File: config.mk
export PLATFORM = sky130hd
export DESIGN_NAME = exu_seq
export DESIGN_NICKNAME = d
export VERILOG_FILES = /design/src/rtl/exu_seq_pkg.sv /design/src/rtl/exu_muldiv.sv /design/src/rtl/exu_seq.sv
export SDC_FILE = /design/constraint.sdc
export NUM_CORES = 1
export LEC_CHECK = 0
export CAP_MARGIN = 20
export CORE_UTILIZATION = 43
export CTS_BUF_LIST = sky130_fd_sc_hd__clkbuf_2
export DETAILED_ROUTE_END_ITERATION = 10
export PLACE_DENSITY = 0.61
export SETUP_SLACK_MARGIN = 0.1
export SLEW_MARGIN = 20
export SYNTH_ARGS = -nofsm -noshare
export SYNTH_HDL_FRONTEND = slang
export SYNTH_SLANG_ARGS = --single-unit
File: constraint.sdc
create_clock -name clk -period 5 [get_ports clk]
set_input_delay 0.75 -clock clk [delete_from_list [all_inputs] [get_ports clk]]
set_output_delay 0.75 -clock clk [all_outputs]
set_load 0.005 [all_outputs]
File: src/rtl/exu_seq_pkg.sv
// rtl/exu_seq_pkg.sv - op encodings, status codes and FSM states shared by the execute unit
package exu_seq_pkg;

    localparam logic [5:0] ALU_ADD    = 6'd0;
    localparam logic [5:0] ALU_SUB    = 6'd1;
    localparam logic [5:0] ALU_AND    = 6'd2;
    localparam logic [5:0] ALU_OR     = 6'd3;
    localparam logic [5:0] ALU_XOR    = 6'd4;
    localparam logic [5:0] ALU_SLL    = 6'd5;
    localparam logic [5:0] ALU_SRL    = 6'd6;
    localparam logic [5:0] ALU_SRA    = 6'd7;
    localparam logic [5:0] ALU_SLT    = 6'd8;
    localparam logic [5:0] ALU_SLTI   = 6'd9;
    localparam logic [5:0] ALU_SLTU   = 6'd10;
    localparam logic [5:0] ALU_SLTIU  = 6'd11;
    localparam logic [5:0] ALU_LUI    = 6'd12;
    localparam logic [5:0] ALU_MFHI   = 6'd13;
    localparam logic [5:0] ALU_MFLO   = 6'd14;
    localparam logic [5:0] ALU_MULT   = 6'd15;
    localparam logic [5:0] ALU_MULTU  = 6'd16;
    localparam logic [5:0] ALU_DIV    = 6'd17;
    localparam logic [5:0] ALU_DIVU   = 6'd18;
    localparam logic [5:0] ALU_LW     = 6'd19;
    localparam logic [5:0] ALU_SW     = 6'd20;
    localparam logic [5:0] ALU_JAL    = 6'd21;
    localparam logic [5:0] ALU_BGEZAL = 6'd22;
    localparam logic [5:0] ALU_BREAK  = 6'd23;

    localparam logic [1:0] STATUS_OK    = 2'b00;
    localparam logic [1:0] STATUS_BREAK = 2'b01;
    localparam logic [1:0] STATUS_UNK   = 2'b10;

    // muldiv engine op: bit1 = divide, bit0 = unsigned
    localparam logic [1:0] MD_MULT  = 2'b00;
    localparam logic [1:0] MD_MULTU = 2'b01;
    localparam logic [1:0] MD_DIV   = 2'b10;
    localparam logic [1:0] MD_DIVU  = 2'b11;

    typedef enum logic [0:0] {
        S_IDLE = 1'b0,
        S_BUSY = 1'b1
    } state_e;

endpackage

File: src/rtl/exu_muldiv.sv
// rtl/exu_muldiv.sv - iterative shift-add multiplier / restoring divider, one bit per cycle
//  start_i/op_i/a_i/b_i : launch (op bit1 = divide, bit0 = unsigned)
//  busy_o               : iterating
//  done_o               : one-cycle pulse, hi_o/lo_o valid from then until next start
module exu_muldiv import exu_seq_pkg::*; #(
    parameter int XLEN = 32
) (
    input  logic            clk,
    input  logic            rst,
    input  logic            start_i,
    input  logic [1:0]      op_i,
    input  logic [XLEN-1:0] a_i,
    input  logic [XLEN-1:0] b_i,
    output logic            busy_o,
    output logic            done_o,
    output logic [XLEN-1:0] hi_o,
    output logic [XLEN-1:0] lo_o
);
    localparam int CW = $clog2(XLEN);
    localparam logic [CW-1:0] LAST = CW'(XLEN - 1);

    logic              busy_q, done_q, is_div_q, neg_q, rneg_q, dz_q;
    logic [CW-1:0]     cnt_q;
    // multiply: {upper partial sum, remaining multiplier}; divide: {remainder, quotient}
    logic [2*XLEN-1:0] p_q;
    logic [XLEN-1:0]   m_q;

    logic              sa, sb;
    logic [XLEN-1:0]   mag_a, mag_b;
    logic [XLEN:0]     sum, shifted, diff;
    logic [2*XLEN:0]   mul_ext;
    logic [2*XLEN-1:0] step, fin;

    always_comb begin
        sa      = !op_i[0] && a_i[XLEN-1];
        sb      = !op_i[0] && b_i[XLEN-1];
        mag_a   = sa ? -a_i : a_i;
        mag_b   = sb ? -b_i : b_i;

        sum     = {1'b0, p_q[2*XLEN-1:XLEN]} + (p_q[0] ? {1'b0, m_q} : '0);
        mul_ext = {sum, p_q[XLEN-1:0]};

        shifted = p_q[2*XLEN-1:XLEN-1];
        diff    = shifted - {1'b0, m_q};

        if (is_div_q) begin
            if (!diff[XLEN]) step = {diff[XLEN-1:0], p_q[XLEN-2:0], 1'b1};
            else             step = {shifted[XLEN-1:0], p_q[XLEN-2:0], 1'b0};
        end else begin
            step = mul_ext[2*XLEN:1];
        end

        // sign fix-ups applied on the final step only
        fin = step;
        if (!is_div_q) begin
            if (neg_q) fin = -step;
        end else begin
            if (neg_q)  fin[XLEN-1:0]      = -step[XLEN-1:0];
            if (dz_q)   fin[XLEN-1:0]      = '1;
            if (rneg_q) fin[2*XLEN-1:XLEN] = -step[2*XLEN-1:XLEN];
        end
    end

    always_ff @(posedge clk) begin
        if (!rst) begin
            busy_q   <= 1'b0;
            done_q   <= 1'b0;
            is_div_q <= 1'b0;
            neg_q    <= 1'b0;
            rneg_q   <= 1'b0;
            dz_q     <= 1'b0;
            cnt_q    <= '0;
            p_q      <= '0;
            m_q      <= '0;
        end else begin
            done_q <= 1'b0;
            if (start_i) begin
                busy_q   <= 1'b1;
                cnt_q    <= '0;
                is_div_q <= op_i[1];
                neg_q    <= sa ^ sb;
                rneg_q   <= op_i[1] && sa;
                dz_q     <= op_i[1] && (b_i == '0);
                p_q      <= {{XLEN{1'b0}}, (op_i[1] ? mag_a : mag_b)};
                m_q      <= op_i[1] ? mag_b : mag_a;
            end else if (busy_q) begin
                cnt_q <= cnt_q + 1'b1;
                if (cnt_q == LAST) begin
                    p_q    <= fin;
                    busy_q <= 1'b0;
                    done_q <= 1'b1;
                end else begin
                    p_q <= step;
                end
            end
        end
    end

    assign busy_o = busy_q;
    assign done_o = done_q;
    assign hi_o   = p_q[2*XLEN-1:XLEN];
    assign lo_o   = p_q[XLEN-1:0];

endmodule

File: src/rtl/exu_seq.sv
// rtl/exu_seq.sv - handshaked execute unit: registered ALU result, iterative muldiv into HI/LO
//  in_valid/in_ready   : decoded op (op_i, rega_i, regb_i, rt_data_i, regc_*, mem_*, masks)
//  out_valid/out_ready : registered result_o, mem_data_o, control copies, status_o
module exu_seq import exu_seq_pkg::*; #(
    parameter int XLEN    = 32,
    parameter int OPW     = 6,
    parameter int RADDR_W = 5
) (
    input  logic               clk,
    input  logic               rst,
    input  logic               in_valid,
    output logic               in_ready,
    input  logic [OPW-1:0]     op_i,
    input  logic [XLEN-1:0]    rega_i,
    input  logic [XLEN-1:0]    regb_i,
    input  logic [XLEN-1:0]    rt_data_i,
    input  logic               regc_wr_i,
    input  logic [RADDR_W-1:0] regc_addr_i,
    input  logic               mem_rd_i,
    input  logic               mem_wr_i,
    input  logic [3:0]         rmask_i,
    input  logic [3:0]         wmask_i,
    output logic               out_valid,
    input  logic               out_ready,
    output logic [XLEN-1:0]    result_o,
    output logic [XLEN-1:0]    mem_data_o,
    output logic               regc_wr_o,
    output logic [RADDR_W-1:0] regc_addr_o,
    output logic               mem_rd_o,
    output logic               mem_wr_o,
    output logic [3:0]         rmask_o,
    output logic [3:0]         wmask_o,
    output logic [1:0]         status_o
);
    localparam int SHW = $clog2(XLEN);

    state_e             state_q, state_d;
    logic               out_valid_q, out_valid_d;
    logic [XLEN-1:0]    result_q, result_d, mem_data_q, mem_data_d, hi_q, hi_d, lo_q, lo_d;
    logic               regc_wr_q, regc_wr_d, mem_rd_q, mem_rd_d, mem_wr_q, mem_wr_d;
    logic [RADDR_W-1:0] regc_addr_q, regc_addr_d;
    logic [3:0]         rmask_q, rmask_d, wmask_q, wmask_d;
    logic [1:0]         status_q, status_d;

    logic [5:0]         op;
    logic [SHW-1:0]     sh;
    logic [XLEN-1:0]    alu_res;
    logic [1:0]         alu_status;
    logic               known, is_md, accept, md_start, md_busy, md_done;
    logic [1:0]         md_op;
    logic [XLEN-1:0]    md_hi, md_lo;

    assign op       = 6'(op_i);
    assign sh       = rega_i[SHW-1:0];
    assign in_ready = (state_q == S_IDLE) && !md_busy && (!out_valid_q || out_ready);
    assign accept   = in_valid && in_ready;
    assign is_md    = (op == ALU_MULT) || (op == ALU_MULTU) || (op == ALU_DIV) || (op == ALU_DIVU);
    assign md_op    = {(op == ALU_DIV) || (op == ALU_DIVU), (op == ALU_MULTU) || (op == ALU_DIVU)};

    always_comb begin
        alu_res    = '0;
        alu_status = STATUS_OK;
        known      = 1'b1;
        case (op)
            ALU_ADD, ALU_LW, ALU_SW, ALU_JAL, ALU_BGEZAL: alu_res = rega_i + regb_i;
            ALU_SUB:   alu_res = rega_i - regb_i;
            ALU_AND:   alu_res = rega_i & regb_i;
            ALU_OR:    alu_res = rega_i | regb_i;
            ALU_XOR:   alu_res = rega_i ^ regb_i;
            ALU_SLL:   alu_res = regb_i << sh;
            ALU_SRL:   alu_res = regb_i >> sh;
            ALU_SRA:   alu_res = $signed(regb_i) >>> sh;
            ALU_SLT, ALU_SLTI:   alu_res = {{(XLEN-1){1'b0}}, $signed(rega_i) < $signed(regb_i)};
            ALU_SLTU, ALU_SLTIU: alu_res = {{(XLEN-1){1'b0}}, rega_i < regb_i};
            ALU_LUI:   alu_res = rega_i;
            ALU_MFHI:  alu_res = hi_q;
            ALU_MFLO:  alu_res = lo_q;
            ALU_MULT, ALU_MULTU, ALU_DIV, ALU_DIVU: alu_res = '0;
            ALU_BREAK: begin
                alu_res    = rega_i + regb_i;
                alu_status = STATUS_BREAK;
            end
            default: begin
                known      = 1'b0;
                alu_status = STATUS_UNK;
            end
        endcase
    end

    always_comb begin
        state_d     = state_q;
        out_valid_d = out_valid_q;
        result_d    = result_q;
        mem_data_d  = mem_data_q;
        regc_wr_d   = regc_wr_q;
        regc_addr_d = regc_addr_q;
        mem_rd_d    = mem_rd_q;
        mem_wr_d    = mem_wr_q;
        rmask_d     = rmask_q;
        wmask_d     = wmask_q;
        status_d    = status_q;
        hi_d        = hi_q;
        lo_d        = lo_q;
        md_start    = 1'b0;

        if (out_valid_q && out_ready) out_valid_d = 1'b0;

        case (state_q)
            S_IDLE: begin
                if (accept) begin
                    if (is_md) begin
                        md_start = 1'b1;
                        state_d  = S_BUSY;
                    end else begin
                        out_valid_d = 1'b1;
                        result_d    = alu_res;
                        mem_data_d  = rt_data_i;
                        regc_wr_d   = regc_wr_i && known;
                        regc_addr_d = regc_addr_i;
                        mem_rd_d    = mem_rd_i && known;
                        mem_wr_d    = mem_wr_i && known;
                        rmask_d     = rmask_i;
                        wmask_d     = wmask_i;
                        status_d    = alu_status;
                    end
                end
            end
            S_BUSY: begin
                // out_valid is already low here: entry required the previous result to drain
                if (md_done) begin
                    hi_d        = md_hi;
                    lo_d        = md_lo;
                    out_valid_d = 1'b1;
                    result_d    = '0;
                    mem_data_d  = '0;
                    regc_wr_d   = 1'b0;
                    regc_addr_d = '0;
                    mem_rd_d    = 1'b0;
                    mem_wr_d    = 1'b0;
                    rmask_d     = '0;
                    wmask_d     = '0;
                    status_d    = STATUS_OK;
                    state_d     = S_IDLE;
                end
            end
            default: state_d = S_IDLE;
        endcase
    end

    always_ff @(posedge clk) begin
        if (!rst) begin
            state_q     <= S_IDLE;
            out_valid_q <= 1'b0;
            result_q    <= '0;
            mem_data_q  <= '0;
            regc_wr_q   <= 1'b0;
            regc_addr_q <= '0;
            mem_rd_q    <= 1'b0;
            mem_wr_q    <= 1'b0;
            rmask_q     <= '0;
            wmask_q     <= '0;
            status_q    <= STATUS_OK;
            hi_q        <= '0;
            lo_q        <= '0;
        end else begin
            state_q     <= state_d;
            out_valid_q <= out_valid_d;
            result_q    <= result_d;
            mem_data_q  <= mem_data_d;
            regc_wr_q   <= regc_wr_d;
            regc_addr_q <= regc_addr_d;
            mem_rd_q    <= mem_rd_d;
            mem_wr_q    <= mem_wr_d;
            rmask_q     <= rmask_d;
            wmask_q     <= wmask_d;
            status_q    <= status_d;
            hi_q        <= hi_d;
            lo_q        <= lo_d;
        end
    end

    exu_muldiv #(.XLEN(XLEN)) u_muldiv (
        .clk     (clk),
        .rst     (rst),
        .start_i (md_start),
        .op_i    (md_op),
        .a_i     (rega_i),
        .b_i     (regb_i),
        .busy_o  (md_busy),
        .done_o  (md_done),
        .hi_o    (md_hi),
        .lo_o    (md_lo)
    );

    assign out_valid   = out_valid_q;
    assign result_o    = result_q;
    assign mem_data_o  = mem_data_q;
    assign regc_wr_o   = regc_wr_q;
    assign regc_addr_o = regc_addr_q;
    assign mem_rd_o    = mem_rd_q;
    assign mem_wr_o    = mem_wr_q;
    assign rmask_o     = rmask_q;
    assign wmask_o     = wmask_q;
    assign status_o    = status_q;

endmodule

== Word-level counts from Yosys, hierarchy flattened ==
Index checks and enable logic that the tools add are counted.

* Flip-flop bits (word level): 255
* Bits of input ports: 122
* Output and inout port bits: 84
* Word-level logic and storage cells: 168

* Add/sub/neg operators: 10
* $lt $le $gt $ge: 2
* Equality and inequality tests: 27
* Shift-type cells: 3
* Multiplexer cells: 64
* Bitwise gates (word level): 7
* Reductions and logical operators: 32

{| class="wikitable"
|+ Operator list
! cell !! number
|-
| $mux 32 || 15
|-
| $pmux 32 s13 || 1
|-
| $mux 64 || 5
|-
| $neg 32->32 || 4
|-
| $pmux 32 s2 || 2
|-
| $lt 32x32->1 || 2
|-
| $neg 64->64 || 1
|-
| $eq 6x4->1 const B || 8
|-
| $eq 6x5->1 const B || 8
|-
| $add 32x32->33 || 1
|-
| $sub 33x32->33 || 1
|-
| $add 32x32->32 || 1
|-
| $and 32x32->32 || 1
|-
| $logic_not 32->1 || 1
|-
| $or 32x32->32 || 1
|-
| $shl 32x5->32 || 1
|-
| $shr 32x5->32 || 1
|-
| $sshr 32x5->32 || 1
|-
| $sub 32x32->32 || 1
|-
| $xor 32x32->32 || 1
|-
| $eq 6x3->1 const B || 4
|-
| $reduce_or 24->1 || 1
|-
| $reduce_or 23->1 || 1
|-
| $mux 1 || 20
|-
| other kinds (25) || 62
|}

== Longest topological paths before layout ==
Gate-level depths: netlist of run 1.

* Depth in word-level cells: 10
* Depth in mapped cells: 25

== Hierarchy ==
Synthesis of run 1 repeated with hierarchy kept, for this count alone.

* Cell total of the unflattened synthesis: 3873
* Area total of the unflattened synthesis: 27944.3 µm²

{| class="wikitable"
|+ By module, submodules not included
! module !! instances !! cells an instance !! area each (µm²)
|-
| exu_seq || 1 || 2033 || 14635.3
|-
| exu_muldiv || 1 || 1840 || 13309.0
|}

== Worst setup path before layout of run 1 ==
OpenSTA, ideal clock, no wires.

* Path kind: input-to-reg
* From: in rega_i[2]
* To: reg result_q[30], in the netlist result_o[30]
* Arrival: 5041 ps
* Required time: 4886 ps
* Setup slack: -155 ps
* Stages: 19
* Path through: clkbuf_1 > clkinv_1 > buf_1 > buf_1 > buf_1 > ha_1 > nor2b_1 > o21bai_1 > a21oi_1 > o21bai_1 > a32o_1 > o31a_1 > o21ai_0 > a221oi_1 > o221ai_1 > a21oi_1 > o21bai_1 > a221oi_1 > a2111oi_0

* Cells in the longest elaborated chain, start to end: 5

{| class="wikitable"
|+ Ends and longest elaborated chain
! item !! RTL line !! source
|-
| start: declaration || exu_seq.sv:14 || <nowiki>input logic [XLEN-1:0] rega_i,</nowiki>
|-
| $add 32x32->32, or another cell as far along || exu_seq.sv:65, exu_seq.sv:80 ||
|-
| $pmux 32 s13 (*) || exu_seq.sv:64 || <nowiki>case (op)</nowiki>
|-
| $mux 32 (*) || exu_seq.sv:111 || <nowiki>if (is_md) begin</nowiki>
|-
| $mux 32 (*) || exu_seq.sv:110 || <nowiki>if (accept) begin</nowiki>
|-
| $pmux 32 s2 (*) || exu_seq.sv:108 || <nowiki>case (state_q)</nowiki>
|-
| end signal: assignment || exu_seq.sv:168 || <nowiki>result_q <= result_d;</nowiki>
|-
| end: declaration || exu_seq.sv:39 || <nowiki>logic [XLEN-1:0] result_q, result_d, mem_data_q, mem_data_d, hi_q, hi_d, lo_q, lo_d;</nowiki>
|}

Mark *: on every way between the ends. The rest lies on a longest branch, timed or not. The select of a mux whose other input is x is not followed.
A chain may end at the register's enable or synchronous reset.

== Worst setup path after layout of run 1 ==
* From: reg u_muldiv.p_q[0]
* To: reg u_muldiv.p_q[58]

* Cells in the longest elaborated chain, start to end: 7

{| class="wikitable"
|+ Ends and longest elaborated chain
! item !! RTL line !! source
|-
| start: declaration || exu_muldiv.sv:25 || <nowiki>logic [2*XLEN-1:0] p_q;</nowiki>
|-
| start signal: assignment || exu_muldiv.sv:84 || <nowiki>p_q <= {{XLEN{1'b0}}, (op_i[1] ? mag_a : mag_b)};</nowiki>
|-
| start signal: assignment || exu_muldiv.sv:89 || <nowiki>p_q <= fin;</nowiki>
|-
| start signal: assignment || exu_muldiv.sv:93 || <nowiki>p_q <= step;</nowiki>
|-
| $mux 32 || exu_muldiv.sv:40 || <nowiki>sum = {1'b0, p_q[2*XLEN-1:XLEN]} + (p_q[0] ? {1'b0, m_q} : '0);</nowiki>
|-
| $add 32x32->33 || exu_muldiv.sv:40 ||
|-
| $mux 64 (*) || exu_muldiv.sv:46 || <nowiki>if (is_div_q) begin</nowiki>
|-
| $neg 64->64 or $neg 32->32 (tied branches) || exu_muldiv.sv:56, exu_muldiv.sv:60 ||
|-
| $mux 64 or $mux 32 (tied branches) || exu_muldiv.sv:56, exu_muldiv.sv:60 ||
|-
| $mux 64 || exu_muldiv.sv:55 || <nowiki>if (!is_div_q) begin</nowiki>
|-
| $mux 64 (*) || exu_muldiv.sv:88 || <nowiki>if (cnt_q == LAST) begin</nowiki>
|}

Mark *: on every way between the ends. The rest lies on a longest branch, timed or not.

==> results.cfg, run 1 <==
[outcome]
status = finished, violations left
violations = DRC

[routing]
first_iter_violations = 3490
ant_nets = 0
vias = 31703
routed_wl_mm = 133.0
avgRoutedWirePerCell_um = 26.52
avgViaCountPerCell = 6.320
drc = 1
dr.pass1.iters = 9

[worst_setup_path]
path_cells = buf_12 > and2_1 > ha_1 > o21ai_0 > o21a_1 > o41a_1 > buf_4 > a31oi_1 > o21a_1 > o221ai_1 > a211oi_1 > buf_4 > nor2_1 > nand2_1 > o41ai_1 > a22oi_1 > nand3_1 > nor3b_2
worstRegToRegCells = 18
cpPeakStageDelay_ns = 0.56
cp-start-kind = flop
cp_slowest_cell = o41a_1
cp_num_cells = 18
crit_arrival_ns = 5.71
ff2ff_setup_slack_ns = 0.24
cpLargestDelayFamily = compound AO/OA/AOI/OAI gates
crit_type = reg2reg
r2r_start = u_muldiv.p_q[0]
timing.rr.end = u_muldiv.p_q[58]
crit_required_ns = 5.95
path_max_fanout = 5
worst-path-buf-inv = 3
critPathLaunch = u_muldiv.p_q[0]
crit_path_end = u_muldiv.p_q[58]
cp-end-kind = flop

[clock_network]
path_clk_slew_ns = 0.11
cts.sinks = 255
cts_buffers = 75
clkLatencyLatePin_ns = 1.13
clockBufferDepth = 3
cts-root-buf = clkbuf_2
cts_hold_buf = 0
htree_levels = 3
cts_tree = built

[timing]
slew-limit-headroom = 0.3093
hold_ws_ns = 0.1980
slew_violations = 0
grt_setup_unrepaired = true
timing.final.ws_setup_ns = 0.2350
worst_pin_slew_ns = 1.025
max_freq_mhz = 209.9
period_share = 0.9530
period_minus_slack_ns = 4.765
report.final.setup_viol = 0
finalHoldViolCount = 0
skew_ns = 0.1350

[synthesis]
ys_seq_area_frac = 0.1908
syn_area_per_cell_um2 = 7.093
synthDistinctLibCells = 103
synth_cells = 3773
yosys-top-cells-area = dfxtp_1 19%, a21oi_1 8.0%, ha_1 7.8%
yosys_warnings = 0
ys_ff_latch = 255
synthMuxAreaShare = 0.07172
synth-xor-area-share = 0.05302
synth_simple_gate_area_frac = 0.2211
synth_top_area_share = 0.1908
synthAdderAreaFrac = 0.08060
post-synth-top-count-cell = nand2_1
synth_ff_type = dfxtp_1
synth_top_family_by_area = compound AO/OA/AOI/OAI gates
synth_nets = 4065
syn_area_mm2 = 0.02676
synthArstFlopShare = 0
synth_compound_area_frac = 0.3214
ys_top_cells_by_count = 482 x nand2_1, 426 x a21oi_1, 334 x nor2_1
yosysTopAreaCell = dfxtp_1
synth_edf_count = 0

[final_layout]
final_util = 0.5239
nets = 4421
fillCellCount = 6260
final_cell_area_mm2 = 0.03227
multiInputGateArea_mm2 = 0.02017
syn2layout_area_growth_pct = 20.58
drive_gt1_frac = 0.1436
regArea_mm2 = 0.005110

[floorplan]
start_util = 0.4345
fp.dieW_um = 251.5
fp.dieH_um = 251.5
coreArea_mm2 = 0.06160
num_rows = 91
dieArea_mm2 = 0.06324
io_pins = 206

[global_route]
antenna_found_initial = 8
grt_pass1_vias = 29782
grt-ovfl-total = 0
grt_max_degree = 93
grt_usage = 0.4066
grt_pass1_wl_mm = 193.8

[power]
leakage_nw = 13.00
p_per_area_mw_per_mm2 = 204.7
ir_drop_v = 0.0001549
pwr-share-seq = 0.324
clkPwrFrac = 0.240
comb_power_share = 0.436
power.switching_mw = 2.878
report.power.total_mw = 6.604
swShare = 0.4358
p_int_mw = 3.726

[worst_hold_path]
worstHoldPathType = in2reg
min_path_cells = 3

[flow_run]
drv_cap = 0

[place]
dp_hpwl_mm = 105.1
dpl-instance-area_mm2 = 0.03150
dpl_worst_slack_ns = -0.05253
portBuffers = 205
gp_congestion = 1.041
==> area by class of cell <==
cell class	instances	area share
Tap cell	837	0.03245
Sequential cell	255	0.1584
Clock inverter	20	0.003451
Timing Repair Buffer	551	0.1463
Inverter	156	0.01822
Multi-Input combinational cell	3090	0.6251
Clock buffer	100	0.01551
Antenna cell	7	0.0005428
==> worst reg2reg max path, delay by kind of cell (launching register included) <==
kind	cells	cell delay (ns)
AOI/OAI and AO/OA	9	2.64
adders and majority gates	1	0.39
buffers and inverters	3	0.60
DFF	1	0.37
and+or+nand+nor	5	0.61
==> registers in the layout (all words and copies together), names as in the netlist, 5 cells and up <==
register        flops
u_muldiv.p_q       64
hi_q               32
lo_q               32
mem_data_o         32
result_o           32
u_muldiv.m_q       32
regc_addr_o         5
u_muldiv.cnt_q      5
==> power by group through the flow <==
stage / clock network [mW] / registers (mW) / logic (mW)
finish: 1.58 / 2.14 / 2.88
global route: 1.70 / 2.15 / 3.03
CTS: 1.61 / 2.14 / 2.77
detailed placement: 0 / 2.18 / 2.75
global placement: 0 / 2.18 / 2.77
floorplan: 0 / 2.17 / 1.59
==> timing repair <==
item,in CTS,in global routing
pin swaps,0,7
cloned,0,0
gates resized for setup,3,28
endpoints found under the setup margin,4,19
setup buffers,0,4
==> stage by stage <==
step,std cells,setup TNS [ns]
floorplan,3773,0
global placement,4885,0
detailed placement,4885,-0.05253
CTS,5005,0
global route,5016,0
finish,5016,0
==> how the worst min path moves through the flow <==
| stage | startpoint | to | slack [ns] |
|---|---|---|---|
| after floorplan | u_muldiv.dz_q | u_muldiv.dz_q | 0.43 |
| after global placement | lo_q[1] | lo_q[1] | 0.44 |
| after detailed placement | result_o[8] | result_o[8] | 0.45 |
| after CTS | rt_data_i[12] | mem_data_o[12] | 0.11 |
| after global routing | rt_data_i[12] | mem_data_o[12] | 0.15 |
| final | rt_data_i[2] | mem_data_o[2] | 0.20 |
==> layout by cell type, fill, tap and decap left out, types with 14 or more instances in the layout <==
| master | count |
|---|---|
| o21bai_1 | 30 |
| inv_1 | 148 |
| a21o_1 | 43 |
| and2_1 | 62 |
| a21oi_1 | 424 |
| dfxtp_1 | 253 |
| nand4_1 | 33 |
| o31ai_1 | 28 |
| a221o_1 | 20 |
| a21boi_0 | 16 |
| ha_1 | 164 |
| o211ai_1 | 46 |
| clkdlybuf4s50_1 | 197 |
| a22oi_1 | 14 |
| nand3_1 | 90 |
| nor2b_1 | 29 |
| mux2i_1 | 158 |
| nor4_1 | 27 |
| o221a_2 | 29 |
| xnor2_1 | 122 |
| o2111ai_1 | 15 |
| o22ai_1 | 59 |
| a211oi_1 | 50 |
| a31oi_1 | 47 |
| nor3_1 | 76 |
| a221oi_1 | 42 |
| clkbuf_2 | 100 |
| or3_1 | 36 |
| nor2_1 | 327 |
| o221ai_1 | 34 |
| o21ai_0 | 244 |
| buf_4 | 337 |
| nand2b_1 | 24 |
| xor2_1 | 40 |
| o21a_1 | 27 |
| clkinv_1 | 14 |
| nand2_1 | 481 |
==> kinds of logic (layout without fill, tap and decap cells) <==
| kind of cell | count (synthesis) | after routing |
|---|---|---|
| AOI/OAI and AO/OA | 1308 | 1308 |
| xor gates and xnor gates | 162 | 162 |
| DFF | 255 | 255 |
| and+or+nand+nor | 1274 | 1274 |
| adders and majority gates | 170 | 170 |
| other | 0 | 7 |
| muxes | 176 | 176 |
| buffers and inverters | 428 | 827 |
==> per-layer routing <==
layer  wire length (um)  global-route usage
met5                 11                   0
met1              52800              0.5099
met4              10120              0.2838
met2              59380              0.6444
met3              10730             0.05571
(Power assumes the default switching activity.)
==> run 2: changes to the inputs <==
--- a/config.mk
+++ b/config.mk
@@ -8,6 +8,7 @@
 export CAP_MARGIN = 20
 export CORE_UTILIZATION = 43
 export CTS_BUF_LIST = sky130_fd_sc_hd__clkbuf_2
+export CTS_CLUSTER_SIZE = 14
 export DETAILED_ROUTE_END_ITERATION = 10
 export PLACE_DENSITY = 0.61
 export SETUP_SLACK_MARGIN = 0.1
==> results of run 2 <==
Final layout, timing and power as in run 1 (identical DEF).
